[src/rtl/pre_if_stage.sv]
// ---------------------------------------------------------------------------
// pre_if_stage
//
// Pre-IF stage of the five-stage LoongArch pipeline. Owns the fetch PC,
// picks the next fetch address (sequential, branch, exception, ERTN),
// issues instruction requests on an SRAM-like req/addr_ok handshake and
// hands every accepted address to IF together with a cancel flag.
//
// Ports:
//   clk, reset            clock, synchronous active-high reset
//   fs_allowin            IF can accept a new fetch (sampled at request start)
//   br_taken/br_target    branch redirect from ID (one-cycle pulse)
//   wb_ex/eentry          exception flush from WB (one-cycle pulse)
//   ertn_flush/era        ERTN flush from WB (one-cycle pulse)
//   inst_sram_*           instruction SRAM request channel (read only)
//   ps_to_fs_valid/pc     fetch handed to IF this cycle
//   ps_to_fs_adef         misaligned PC, no bus request was made
//   ps_to_fs_cancel       IF must discard the returning instruction
// ---------------------------------------------------------------------------
module pre_if_stage #(
    parameter logic [31:0] RESET_PC = 32'h1C000000
) (
    input  logic        clk,
    input  logic        reset,
    input  logic        fs_allowin,
    input  logic        br_taken,
    input  logic [31:0] br_target,
    input  logic        wb_ex,
    input  logic [31:0] eentry,
    input  logic        ertn_flush,
    input  logic [31:0] era,
    output logic        inst_sram_req,
    output logic        inst_sram_wr,
    output logic [1:0]  inst_sram_size,
    output logic [3:0]  inst_sram_wstrb,
    output logic [31:0] inst_sram_wdata,
    output logic [31:0] inst_sram_addr,
    input  logic        inst_sram_addr_ok,
    output logic        ps_to_fs_valid,
    output logic [31:0] ps_to_fs_pc,
    output logic        ps_to_fs_adef,
    output logic        ps_to_fs_cancel
);

    typedef enum logic [1:0] {
        IDLE = 2'd0,
        REQ  = 2'd1,
        HALT = 2'd2
    } state_t;

    state_t      state_r;
    logic [31:0] pc_r;          // last non-cancelled issued PC
    logic [31:0] req_addr_r;    // address currently presented on the bus
    logic        req_r;
    logic        stale_r;       // in-flight request has been overtaken by a redirect
    logic        rd_valid_r;    // redirect buffer
    logic [31:0] rd_target_r;

    logic        live_redir_s;
    logic [31:0] live_target_s;
    logic        handshake_s;
    logic        cancel_s;
    logic [31:0] base_pc_s;
    logic [31:0] next_pc_s;
    logic        next_aligned_s;

    // Live redirect selection: ERTN beats exception beats branch.
    always_comb begin
        live_redir_s = ertn_flush | wb_ex | br_taken;
        if (ertn_flush) begin
            live_target_s = era;
        end else if (wb_ex) begin
            live_target_s = eentry;
        end else if (br_taken) begin
            live_target_s = br_target;
        end else begin
            live_target_s = 32'h0000_0000;
        end
    end

    assign handshake_s = (state_r == REQ) && inst_sram_addr_ok;
    assign cancel_s    = stale_r | live_redir_s;

    // Next fetch address. In a non-cancelled handshake cycle pc_r is being
    // overwritten with req_addr_r, so the sequential successor must be
    // computed from req_addr_r to allow back-to-back issue.
    always_comb begin
        if (handshake_s && !cancel_s) begin
            base_pc_s = req_addr_r;
        end else begin
            base_pc_s = pc_r;
        end
        if (live_redir_s) begin
            next_pc_s = live_target_s;
        end else if (rd_valid_r) begin
            next_pc_s = rd_target_r;
        end else begin
            next_pc_s = base_pc_s + 32'd4;
        end
    end

    assign next_aligned_s = (next_pc_s[1:0] == 2'b00);

    // Hand-off to IF: accepted bus address, or a misaligned PC reported
    // directly from IDLE without touching the bus.
    always_comb begin
        ps_to_fs_valid  = 1'b0;
        ps_to_fs_pc     = 32'h0000_0000;
        ps_to_fs_adef   = 1'b0;
        ps_to_fs_cancel = 1'b0;
        if (reset) begin
            ps_to_fs_valid = 1'b0;
        end else if (handshake_s) begin
            ps_to_fs_valid  = 1'b1;
            ps_to_fs_pc     = req_addr_r;
            ps_to_fs_cancel = cancel_s;
        end else if ((state_r == IDLE) && fs_allowin && !next_aligned_s) begin
            ps_to_fs_valid = 1'b1;
            ps_to_fs_pc    = next_pc_s;
            ps_to_fs_adef  = 1'b1;
        end else begin
            ps_to_fs_valid = 1'b0;
        end
    end

    assign inst_sram_req   = req_r;
    assign inst_sram_addr  = req_addr_r;
    assign inst_sram_wr    = 1'b0;
    assign inst_sram_size  = 2'b10;
    assign inst_sram_wstrb = 4'b0000;
    assign inst_sram_wdata = 32'h0000_0000;

    // Fetch state machine, PC, redirect buffer and registered request outputs.
    always_ff @(posedge clk) begin
        if (reset) begin
            state_r     <= IDLE;
            pc_r        <= RESET_PC - 32'd4;
            req_addr_r  <= 32'h0000_0000;
            req_r       <= 1'b0;
            stale_r     <= 1'b0;
            rd_valid_r  <= 1'b0;
            rd_target_r <= 32'h0000_0000;
        end else begin
            case (state_r)
                IDLE: begin
                    if (fs_allowin) begin
                        rd_valid_r <= 1'b0;
                        if (next_aligned_s) begin
                            req_addr_r <= next_pc_s;
                            req_r      <= 1'b1;
                            stale_r    <= 1'b0;
                            state_r    <= REQ;
                        end else begin
                            state_r    <= HALT;
                        end
                    end else if (live_redir_s) begin
                        rd_valid_r  <= 1'b1;
                        rd_target_r <= live_target_s;
                    end else begin
                        state_r <= IDLE;
                    end
                end
                REQ: begin
                    if (inst_sram_addr_ok) begin
                        if (!cancel_s) begin
                            pc_r <= req_addr_r;
                        end
                        if (fs_allowin && next_aligned_s) begin
                            // Back-to-back issue consumes next (and any redirect).
                            req_addr_r <= next_pc_s;
                            stale_r    <= 1'b0;
                            rd_valid_r <= 1'b0;
                        end else begin
                            // Dropping to IDLE: a live redirect must survive there.
                            state_r <= IDLE;
                            req_r   <= 1'b0;
                            stale_r <= 1'b0;
                            if (live_redir_s) begin
                                rd_valid_r  <= 1'b1;
                                rd_target_r <= live_target_s;
                            end
                        end
                    end else if (live_redir_s) begin
                        stale_r     <= 1'b1;
                        rd_valid_r  <= 1'b1;
                        rd_target_r <= live_target_s;
                    end else begin
                        state_r <= REQ;
                    end
                end
                HALT: begin
                    if (live_redir_s) begin
                        rd_valid_r  <= 1'b1;
                        rd_target_r <= live_target_s;
                        state_r     <= IDLE;
                    end else begin
                        state_r <= HALT;
                    end
                end
                default: begin
                    state_r <= IDLE;
                    req_r   <= 1'b0;
                    stale_r <= 1'b0;
                end
            endcase
        end
    end

endmodule

[config.mk]
export PLATFORM = sky130hd
export DESIGN_NAME = pre_if_stage
export DESIGN_NICKNAME = d
export VERILOG_FILES = /design/src/rtl/pre_if_stage.sv
export SDC_FILE = /design/constraint.sdc
export NUM_CORES = 1
export LEC_CHECK = 0
export CAP_MARGIN = 20
export CORE_MARGIN = 2
export CORE_UTILIZATION = 43
export DETAILED_ROUTE_END_ITERATION = 10
export PLACE_DENSITY = 0.78
export SYNTH_ARGS = -nofsm -noshare
export SYNTH_HDL_FRONTEND = slang
export SYNTH_SLANG_ARGS = --single-unit
[constraint.sdc]
create_clock -name clk -period 4.99 [get_ports clk]
set_input_delay 0.998 -clock clk [delete_from_list [all_inputs] [get_ports clk]]
set_output_delay 0.998 -clock clk [all_outputs]
set_load 0.01 [all_outputs]
## After elaboration in Yosys (flattened, before gate mapping)

Cells that the tools add are included.

- Flip-flop bits (word level): 101
- Input bits: 103
- Output and inout bits: 107
- Word-level logic and storage cells: 91

- Add/subtract/negate cells: 1
- Eq/ne operators: 12
- Multiplexer cells: 49
- Bitwise gates (word level): 5
- Reduce and logical (&&, ||, !) cells: 17

Operator list:

| kind | count |
|---|---|
| $mux W32 | 17 |
| $pmux W32 S3 | 1 |
| $pmux W32 S2 | 1 |
| $add A32 B3 Y32 const B | 1 |
| $mux W1 | 19 |
| $mux W2 | 7 |
| $ne A3 B3 Y1 const B | 4 |
| $ne A2 B2 Y1 const B | 5 |
| $reduce_and A5 Y1 | 2 |
| $pmux W1 S3 | 3 |
| $reduce_and A3 Y1 | 3 |
| $pmux W2 S3 | 1 |
| $logic_and A1 B1 Y1 | 5 |
| $logic_not A2 Y1 | 2 |
| $reduce_and A4 Y1 | 1 |
| $or A1 B1 Y1 | 3 |
| $reduce_bool A3 Y1 | 1 |
| $eq A2 B1 Y1 const B | 1 |
| $eq A2 B2 Y1 const B | 1 |
| $logic_not A1 Y1 | 2 |
| $ne A2 B1 Y1 const B | 1 |
| $not A1 Y1 | 2 |
| $reduce_bool A2 Y1 | 1 |

## Longest topological paths before layout

Gate-level depths: netlist of the first run.

- Depth in word-level cells: 15
- Mapped depth: 18
- Gate-level depth less buffers: 14

## Least setup slack after synthesis of the first run

OpenSTA, ideal clock, no wires.

- Kind: input port to output port
- Start point: in wb_ex
- End point: out ps_to_fs_pc[28]
- Data arrival time: 4.253 ns
- Data required time: 3.992 ns
- Path slack: -0.261 ns
- Stages: 17
- Path buffers: 5
- Path through: buf_2 > or3_1 > buf_2 > nor2_1 > buf_2 > buf_2 > clkbuf_1 > nand2_1 > nand2_1 > ha_1 > nand2_1 > nor4_1 > a32o_1 > o21ai_0 > o21a_1 > o21ai_0 > a32o_1

- Cells in the longest elaborated chain, start to end: 15
- Elaborated cells on any way between the ends: 17
- Those cells by class: 1 x add/sub; 8 x mux; 3 x bitwise; 5 x reduce/logical

Ends and longest elaborated chain:

| element | RTL line | RTL |
|---|---|---|
| start: declaration | 28 | `input logic wb_ex,` |
| $or A1 B1 Y1 (2 in a row) | 69 | `live_redir_s = ertn_flush \| wb_ex \| br_taken;` |
| $or A1 B1 Y1 | 82 | `assign cancel_s = stale_r \| live_redir_s;` |
| $logic_not A1 Y1 | -- |  |
| $logic_and A1 B1 Y1 | 88 | `if (handshake_s && !cancel_s) begin` |
| $mux W32 | 88 |  |
| $add A32 B3 Y32 | 98 | `next_pc_s = base_pc_s + 32'd4;` |
| $mux W32 | 95 | `end else if (rd_valid_r) begin` |
| $mux W32 (*) | 93 | `if (live_redir_s) begin` |
| $logic_not A2 Y1 | 102 | `assign next_aligned_s = (next_pc_s[1:0] == 2'b00);` |
| $logic_not A1 Y1 | 117 | `end else if ((state_r == IDLE) && fs_allowin && !next_aligned_s) begin` |
| $logic_and A1 B1 Y1 | 117 |  |
| $mux W32 (*) | 117 |  |
| $mux W32 (*) | 113 | `end else if (handshake_s) begin` |
| $mux W32 (*) | 111 | `if (reset) begin` |
| end: declaration | 40 | `output logic [31:0] ps_to_fs_pc,` |

Mark *: on every way between the ends. The rest lies on a longest branch, timed or not.

## Worst setup path in the final report of the first run

- Start point: in wb_ex
- End point: out ps_to_fs_pc[27]

Same word-level chain as after synthesis.

==> results of run 1 <==
[stage by stage]
| step | utilization | TNS [ps] | hold slack (ps) |
|---|---|---|---|
| 6_report | 0.623 | 0 | 460 |
| 5_1_grt | 0.623 | -139 | 477 |
| 4_1_cts | 0.604 | -104 | 457 |
| 3_5_place_dp | 0.574 | -4500 | 448 |
| 3_3_place_gp | 0.574 | -3600 | 438 |
| 2_1_floorplan | - | 0 | 431 |
[Yosys cell counts, types with 2 or more instances]
cell type	n
o31ai_1	4
nand2b_1	6
a21o_1	5
inv_1	11
buf_4	42
a2bb2oi_1	2
o211ai_1	5
nor2b_1	5
a41o_1	3
nand2_1	122
nor3_1	14
a22o_1	4
buf_2	13
a21oi_1	29
a2111oi_0	5
clkbuf_1	45
and3_1	12
and2_1	4
mux2_2	4
a32oi_1	3
xor2_1	9
and4b_1	2
conb_1	2
buf_1	4
dfxtp_1	101
ha_1	5
a22oi_1	30
nor4_1	2
nand3b_1	5
nand4_1	11
nor2_1	87
mux2i_1	61
a32o_1	2
o21ai_1	15
or2_2	2
a211oi_1	33
o21ai_0	59
o21bai_1	3
nand3_1	26
xnor2_1	18
a31oi_1	12
a221oi_1	22
[timing repair]
item,4_1_cts,5_1_grt
endpoints found under the setup margin,25,32
gates cloned,0,0
hold buffers,0,0
buffers inserted,5,12
pin swaps,6,18
gates resized for setup,40,61
[kinds of logic (layout without fill, tap and decap cells)]
family | count (synthesis) | after routing | synth area share
DFF | 101 | 101 | 0.307
muxes | 65 | 65 | 0.0995
buffers and inverters | 117 | 282 | 0.0942
xor gates and xnor gates | 27 | 27 | 0.0359
and+or+nand+nor | 303 | 303 | 0.205
AOI/OAI and AO/OA | 244 | 244 | 0.247
other | 2 | 39 | 0.00114
adders and majority gates | 5 | 5 | 0.00950
[cell type report]
type,instances,share of cell area
inverters,12,0.00479
flip-flops and latches,101,0.215
well taps,188,0.0250
multi-input cells,683,0.467
clock inverters,6,0.00759
clock buffers,10,0.0244
repair buffers,254,0.256
[per-layer routing]
metal  global-route usage  up-vias  part of all wire
met5                    0        -                 0
met4               0.0847        0             0.021
met3               0.0513       43             0.089
met2                0.421      381              0.46
met1                0.363     3387              0.43
li1                     -     3438                 -
[cells in the final DEF (no fill, tap or decap), types with 17 or more instances in the layout]
cell,instances
o21ai_0,54
nand3_1,26
buf_4,76
conb_1,39
a22oi_1,29
mux2i_1,58
nand2_1,120
a211oi_1,28
dfxtp_1,101
xnor2_1,17
clkdlybuf4s50_1,144
nor2_1,85
o21ai_1,18
a21oi_1,26
[power by group through the flow]
| stage | Sequential [mW] | Clock (mW) | Combinational [mW] |
|---|---|---|---|
| 5_1_grt | 0.911 | 0.766 | 0.619 |
| 6_report | 0.906 | 0.733 | 0.571 |
| 2_1_floorplan | 0.908 | 0 | 0.304 |
| 3_5_place_dp | 0.919 | 0 | 0.538 |
| 3_3_place_gp | 0.918 | 0 | 0.531 |
| 4_1_cts | 0.902 | 0.728 | 0.549 |
[sequential cells by signal (all words and copies together), names as in the netlist]
signal / count
inst_sram_addr: 32
pc_r: 32
rd_target_r: 32
state_r: 2
inst_sram_req: 1
rd_valid_r: 1
stale_r: 1
[worst paths after layout]
kind	to	slack [ps]
worst max-delay path	ps_to_fs_pc[27]	20
worst min-delay path	rd_target_r[7]$_SDFFE_PP0P_	460
worst max register to register	rd_target_r[17]$_SDFFE_PP0P_	1480
worst min register to register	rd_target_r[7]$_SDFFE_PP0P_	460
[tightest hold or removal path: stages, from the launching register on]
cell     delay, ps
dfxtp_1        310
nand2_1         50
a21oi_1         60
==> impl_metrics.py, run 1 <==
metrics = {
    "run_status": {
        "outcome": "finished, final reports clean",
    },
    "power": {
        "power.total_mw": 2.21,
        "p_switching_uw": 682,
        "sw_frac_of_total": 0.309,
        "cellPowerDensity_nw_per_um2": 235,
        "seq_power_share": 0.410,
        "pwr-share-clk": 0.332,
        "ir_drop_mv": 0.184,
        "internal_power_mw": 1.53,
        "p_leak_nw": 4.02,
        "p_comb_frac": 0.258,
    },
    "setup_path": {
        "crit_required_ps": 3990,
        "cp_cell_sequence": "clkdlybuf4s50_1, or3_4, buf_4, nor3_4, nand4_1, buf_4, buf_4, a211oi_2, xnor2_2, o21ai_2, o21ai_1, clkdlybuf4s50_1",
        "path_buf_inv": 5,
        "cp_top_family": "buffers and inverters",
        "critPathLaunch": "wb_ex",
        "r2r-start": "state_r[1]$_SDFFE_PP0P_",
        "critPathMaxFanout": 7,
        "worst_setup_path_start_kind": "primary input",
        "arrival_ps": 3970,
        "critPathMaxStageDelay_ps": 540,
        "worstSetupPathType": "primary input to output port",
        "rr_worst_depth": 14,
        "crit_slowest_cell": "clkdlybuf4s50_1",
        "crit_path_frequent_cell": "buf_4",
        "path_depth": 12,
        "end_kind": "output port",
    },
    "routing": {
        "drc": 0,
        "dr.pass1.iters": 8,
        "drtIter0Drc": 823,
        "wl_per_cell_um": 17.9,
        "viasPerCell": 5.78,
        "via_count": 7249,
        "routed_wl_mm": 22.4,
        "final_antenna_net_count": 0,
    },
    "timing": {
        "finalHoldViolations": 0,
        "worst_pin_slew_ps": 803,
        "worst_slack_ps": 17.1,
        "setup_violations": 0,
        "clock_skew_ps": 6.36,
        "post-route-min-period_ps": 4970,
        "drv_slew": 0,
        "slew-limit-headroom": 0.465,
        "rsz0062_at_grt": "yes",
        "timing.final.crit_share": 0.997,
        "timing.fmax_mhz": 201,
    },
    "global_routing": {
        "grt_use_total": 0.265,
        "grt_pass1_wl_mm": 34.6,
        "grt_max_degree": 75,
        "grt_remaining_overflow": 0,
        "grt_pass1_vias": 6602,
        "antenna_found_initial": 0,
    },
    "clock_tree": {
        "cts_buffers": 9,
        "clockBufferDepth": 2,
        "insertion_delay_ps": 350,
        "cts_num_sinks": 101,
        "cts_tree": "done",
        "cts.clk_slew.worst_paths_ps": 70,
        "htree_levels": 3,
        "root_buffer": "clkbuf_16",
    },
    "job": {
        "max_cap_violations": 0,
    },
    "cells_and_area": {
        "fillers": 1301,
        "seq_area_sq_um": 2020,
        "nets": 1169,
        "multi_input_area_sq_um": 4390,
        "final_cells": 1254,
        "stdcell_area_sq_um": 9400,
        "antenna_cells": 0,
        "syn_to_final_growth_pct": 42.7,
        "drive_above_1_share": 0.159,
    },
    "yosys": {
        "ys_types": 57,
        "yosysSeqAreaShare": 0.307,
        "synth.largest_area_cell": "dfxtp_1",
        "synthTopCellsByArea": "dfxtp_1 31%, mux2i_1 9.3%, nand2_1 7.0%",
        "synth_edf_count": 0,
        "yosys_register_bits": 101,
        "synth_cells": 864,
        "netlist_area_sq_um": 6590,
        "ys_warn_count": 0,
        "yosysTopAreaCellShare": 0.307,
        "synthArstFlopShare": 0,
        "ys.flop_type": "dfxtp_1",
        "avgSynthCellArea_sq_um": 7.62,
    },
    "placement": {
        "place_hpwl_mm": 16.1,
        "gp_congestion": 0.938,
        "post-place-ws_ps": -454,
        "io_buffers": 170,
        "place_area_sq_um": 8650,
        "dp_cells": 1221,
    },
    "worst_hold_path": {
        "min_path_type": "flop to flop",
        "hold_path_depth": 2,
        "hp-start": "rd_target_r[7]$_SDFFE_PP0P_",
    },
    "floorplan": {
        "dieArea_sq_um": 16300,
        "die_y_um": 128,
        "chipWidth_um": 128,
        "core_area_sq_um": 15100,
        "pin_count": 210,
        "rows": 45,
        "start_util": 0.436,
    },
}
Power figures use the tool's default switching activity.
==> inputs of run 2 (changes only) <==
- PLACE_DENSITY: 0.78 -> unset
- PLACE_DENSITY_LB_ADDON: unset -> 0.15
- TNS_END_PERCENT: unset -> 50
==> run 2 against run 1 <==
  * Sequential power decreased by 0.7%
  * Flip-flop and latch count did not move
  * Clock skew grew 0.64 ps
  * Global-route usage down 0.50 points
  * Highest routed layer is now met5
  * Power down 0.70%
  * Sequential share of layout area up 0.30 points
  * Largest power group unchanged
  * Largest cell class unchanged
==> impl_metrics.py, run 2 (same netlist as run 1, synthesis figures left out) <==
metrics = {
    "timing": {
        "drv_slew": 0,
        "post-route-min-period_ps": 4850,
        "timing.final.crit_share": 0.972,
        "whs_ps": 460,
        "setup_violations": 0,
        "finalHoldViolations": 0,
        "timing.fmax_mhz": 206,
        "worst_pin_slew_ps": 828,
        "clock_skew_ps": 6.99,
        "slew-limit-headroom": 0.448,
    },
    "setup_path": {
        "end_kind": "output port",
        "r2r-start": "state_r[1]$_SDFFE_PP0P_",
        "timing.rr.end": "rd_target_r[15]$_SDFFE_PP0P_",
        "arrival_ps": 3850,
        "path_buf_inv": 4,
        "rr_worst_depth": 12,
        "critPathMaxFanout": 4,
        "critPathMaxStageDelay_ps": 410,
        "worst_setup_path_start_kind": "primary input",
        "reg2reg_setup_slack_ps": 1950,
        "crit_slowest_cell": "or3_4",
        "path_depth": 16,
        "setup.worst_path.end": "ps_to_fs_pc[22]",
        "cp_top_family": "simple AND/OR/NAND/NOR gates",
        "cp_cell_sequence": "dlygate4sd2_1, or3_4, nor2_4, buf_6, nand2_1, nand2_2, ha_4, nand2_1, nor4_1, a32o_2, buf_4, o21ai_0, xor2_1, a221oi_2, o21ai_1, dlygate4sd2_1",
        "critPathLaunch": "wb_ex",
        "crit_required_ps": 3990,
        "worstSetupPathType": "primary input to output port",
    },
    "global_routing": {
        "grt_use_met3": 0.0351,
        "grt-busiest-layer": "met2",
        "grt_remaining_overflow": 0,
        "grt_pass1_vias": 6449,
        "antenna_found_initial": 0,
        "grt_pass1_wl_mm": 33.8,
        "use_met1": 0.371,
        "grt_use_total": 0.260,
        "grtUsageMet2": 0.416,
        "grt_max_degree": 75,
    },
    "routing": {
        "drtIter0Drc": 719,
        "routed_wl_mm": 21.6,
        "via_count": 7028,
        "drc": 0,
        "wl_per_cell_um": 17.2,
        "final_antenna_net_count": 0,
        "viasPerCell": 5.60,
        "dr.pass1.iters": 5,
    },
    "floorplan": {
        "dieArea_sq_um": 16300,
        "rows": 45,
        "start_util": 0.436,
        "die_y_um": 128,
        "core_area_sq_um": 15100,
        "pin_count": 210,
        "chipWidth_um": 128,
    },
    "clock_tree": {
        "cts_buffers": 9,
        "cts.clk_slew.worst_paths_ps": 70,
        "htree_levels": 3,
        "root_buffer": "clkbuf_16",
        "clockBufferDepth": 2,
        "cts_num_sinks": 101,
        "insertion_delay_ps": 350,
        "cts_tree": "done",
    },
    "cells_and_area": {
        "fillers": 1405,
        "final_util": 0.614,
        "antenna_cells": 0,
        "final_common_cell": "clkdlybuf4s50_1",
        "nets": 1170,
        "final_cell_mix": "151 x clkdlybuf4s50_1, 121 x nand2_1, 101 x dfxtp_1",
        "drive_above_1_share": 0.139,
        "syn_to_final_growth_pct": 40.7,
    },
    "placement": {
        "gp_congestion": 0.913,
        "io_buffers": 170,
        "place_hpwl_mm": 15.9,
    },
    "power": {
        "cellPowerDensity_nw_per_um2": 237,
        "p_leak_nw": 3.87,
        "ir_drop_mv": 0.179,
    },
    "job": {
        "max_cap_violations": 0,
    },
    "run_status": {
        "outcome": "finished, final reports clean",
    },
    "worst_hold_path": {
        "min_path_type": "flop to flop",
    },
}
[run 2: through the flow]
stage | setup TNS [ps] | cells | total power [mW] | instance area, sq um | worst slack [ps]
floorplan | 0 | 901 | 1.21 | 6740 | 43.7
global placement | -6540 | 1229 | 1.45 | 8680 | -386
detailed placement | -7300 | 1229 | 1.46 | 8680 | -428
CTS | -253 | 1249 | 2.18 | 9130 | -117
global route | -42.2 | 1255 | 2.28 | 9270 | -39.6
finish | 0 | 1255 | 2.19 | 9270 | 138
[run 2: worst min-delay path: cells and delay by family (launching register included)]
family / cells / cell delay (ps)
flops: 1 / 310
simple gates: 1 / 50
compound gates: 1 / 50
[run 2: final cells by class]
class	count	area (sq um)	area share
clock buffer	13	260	0.0281
clock inverter	3	43.8	0.00472
inverter	12	45.0	0.00486
multi-input combinational	683	4280	0.462
sequential	101	2020	0.218
tap	188	235	0.0254
timing repair buffer	255	2380	0.257
[run 2: worst min path at each step]
stage,cells after the start,slack (ps),start,to
2_1_floorplan,2,430,rd_target_r[7]$_SDFFE_PP0P_,rd_target_r[7]$_SDFFE_PP0P_
3_3_place_gp,2,450,rd_target_r[7]$_SDFFE_PP0P_,rd_target_r[7]$_SDFFE_PP0P_
3_5_place_dp,2,450,rd_target_r[7]$_SDFFE_PP0P_,rd_target_r[7]$_SDFFE_PP0P_
4_1_cts,2,460,pc_r[1]$_SDFFE_PP0P_,pc_r[1]$_SDFFE_PP0P_
5_1_grt,2,490,rd_target_r[7]$_SDFFE_PP0P_,rd_target_r[7]$_SDFFE_PP0P_
6_report,2,460,rd_target_r[7]$_SDFFE_PP0P_,rd_target_r[7]$_SDFFE_PP0P_
[run 2: report_power, final]
part / internal [mW] / leakage [nW] / switching (mW)
sequential: 0.850 / 0.824 / 0.0493
combinational: 0.279 / 2.89 / 0.281
clock: 0.417 / 0.150 / 0.317
total: 1.55 / 3.87 / 0.647
[run 2: routing by layer]
layer / vias to the layer above / share of wire
met5: - / 0.0018
met4: 2 / 0.011
met3: 15 / 0.074
met2: 313 / 0.45
met1: 3253 / 0.46
li1: 3445 / -
[run 2: repair_timing]
action | in CTS | in global routing
hold buffers | 0 | 0
setup buffers | 4 | 6
gates resized for setup | 42 | 25
setup endpoints to repair | 33 | 29
pin swaps | 8 | 9
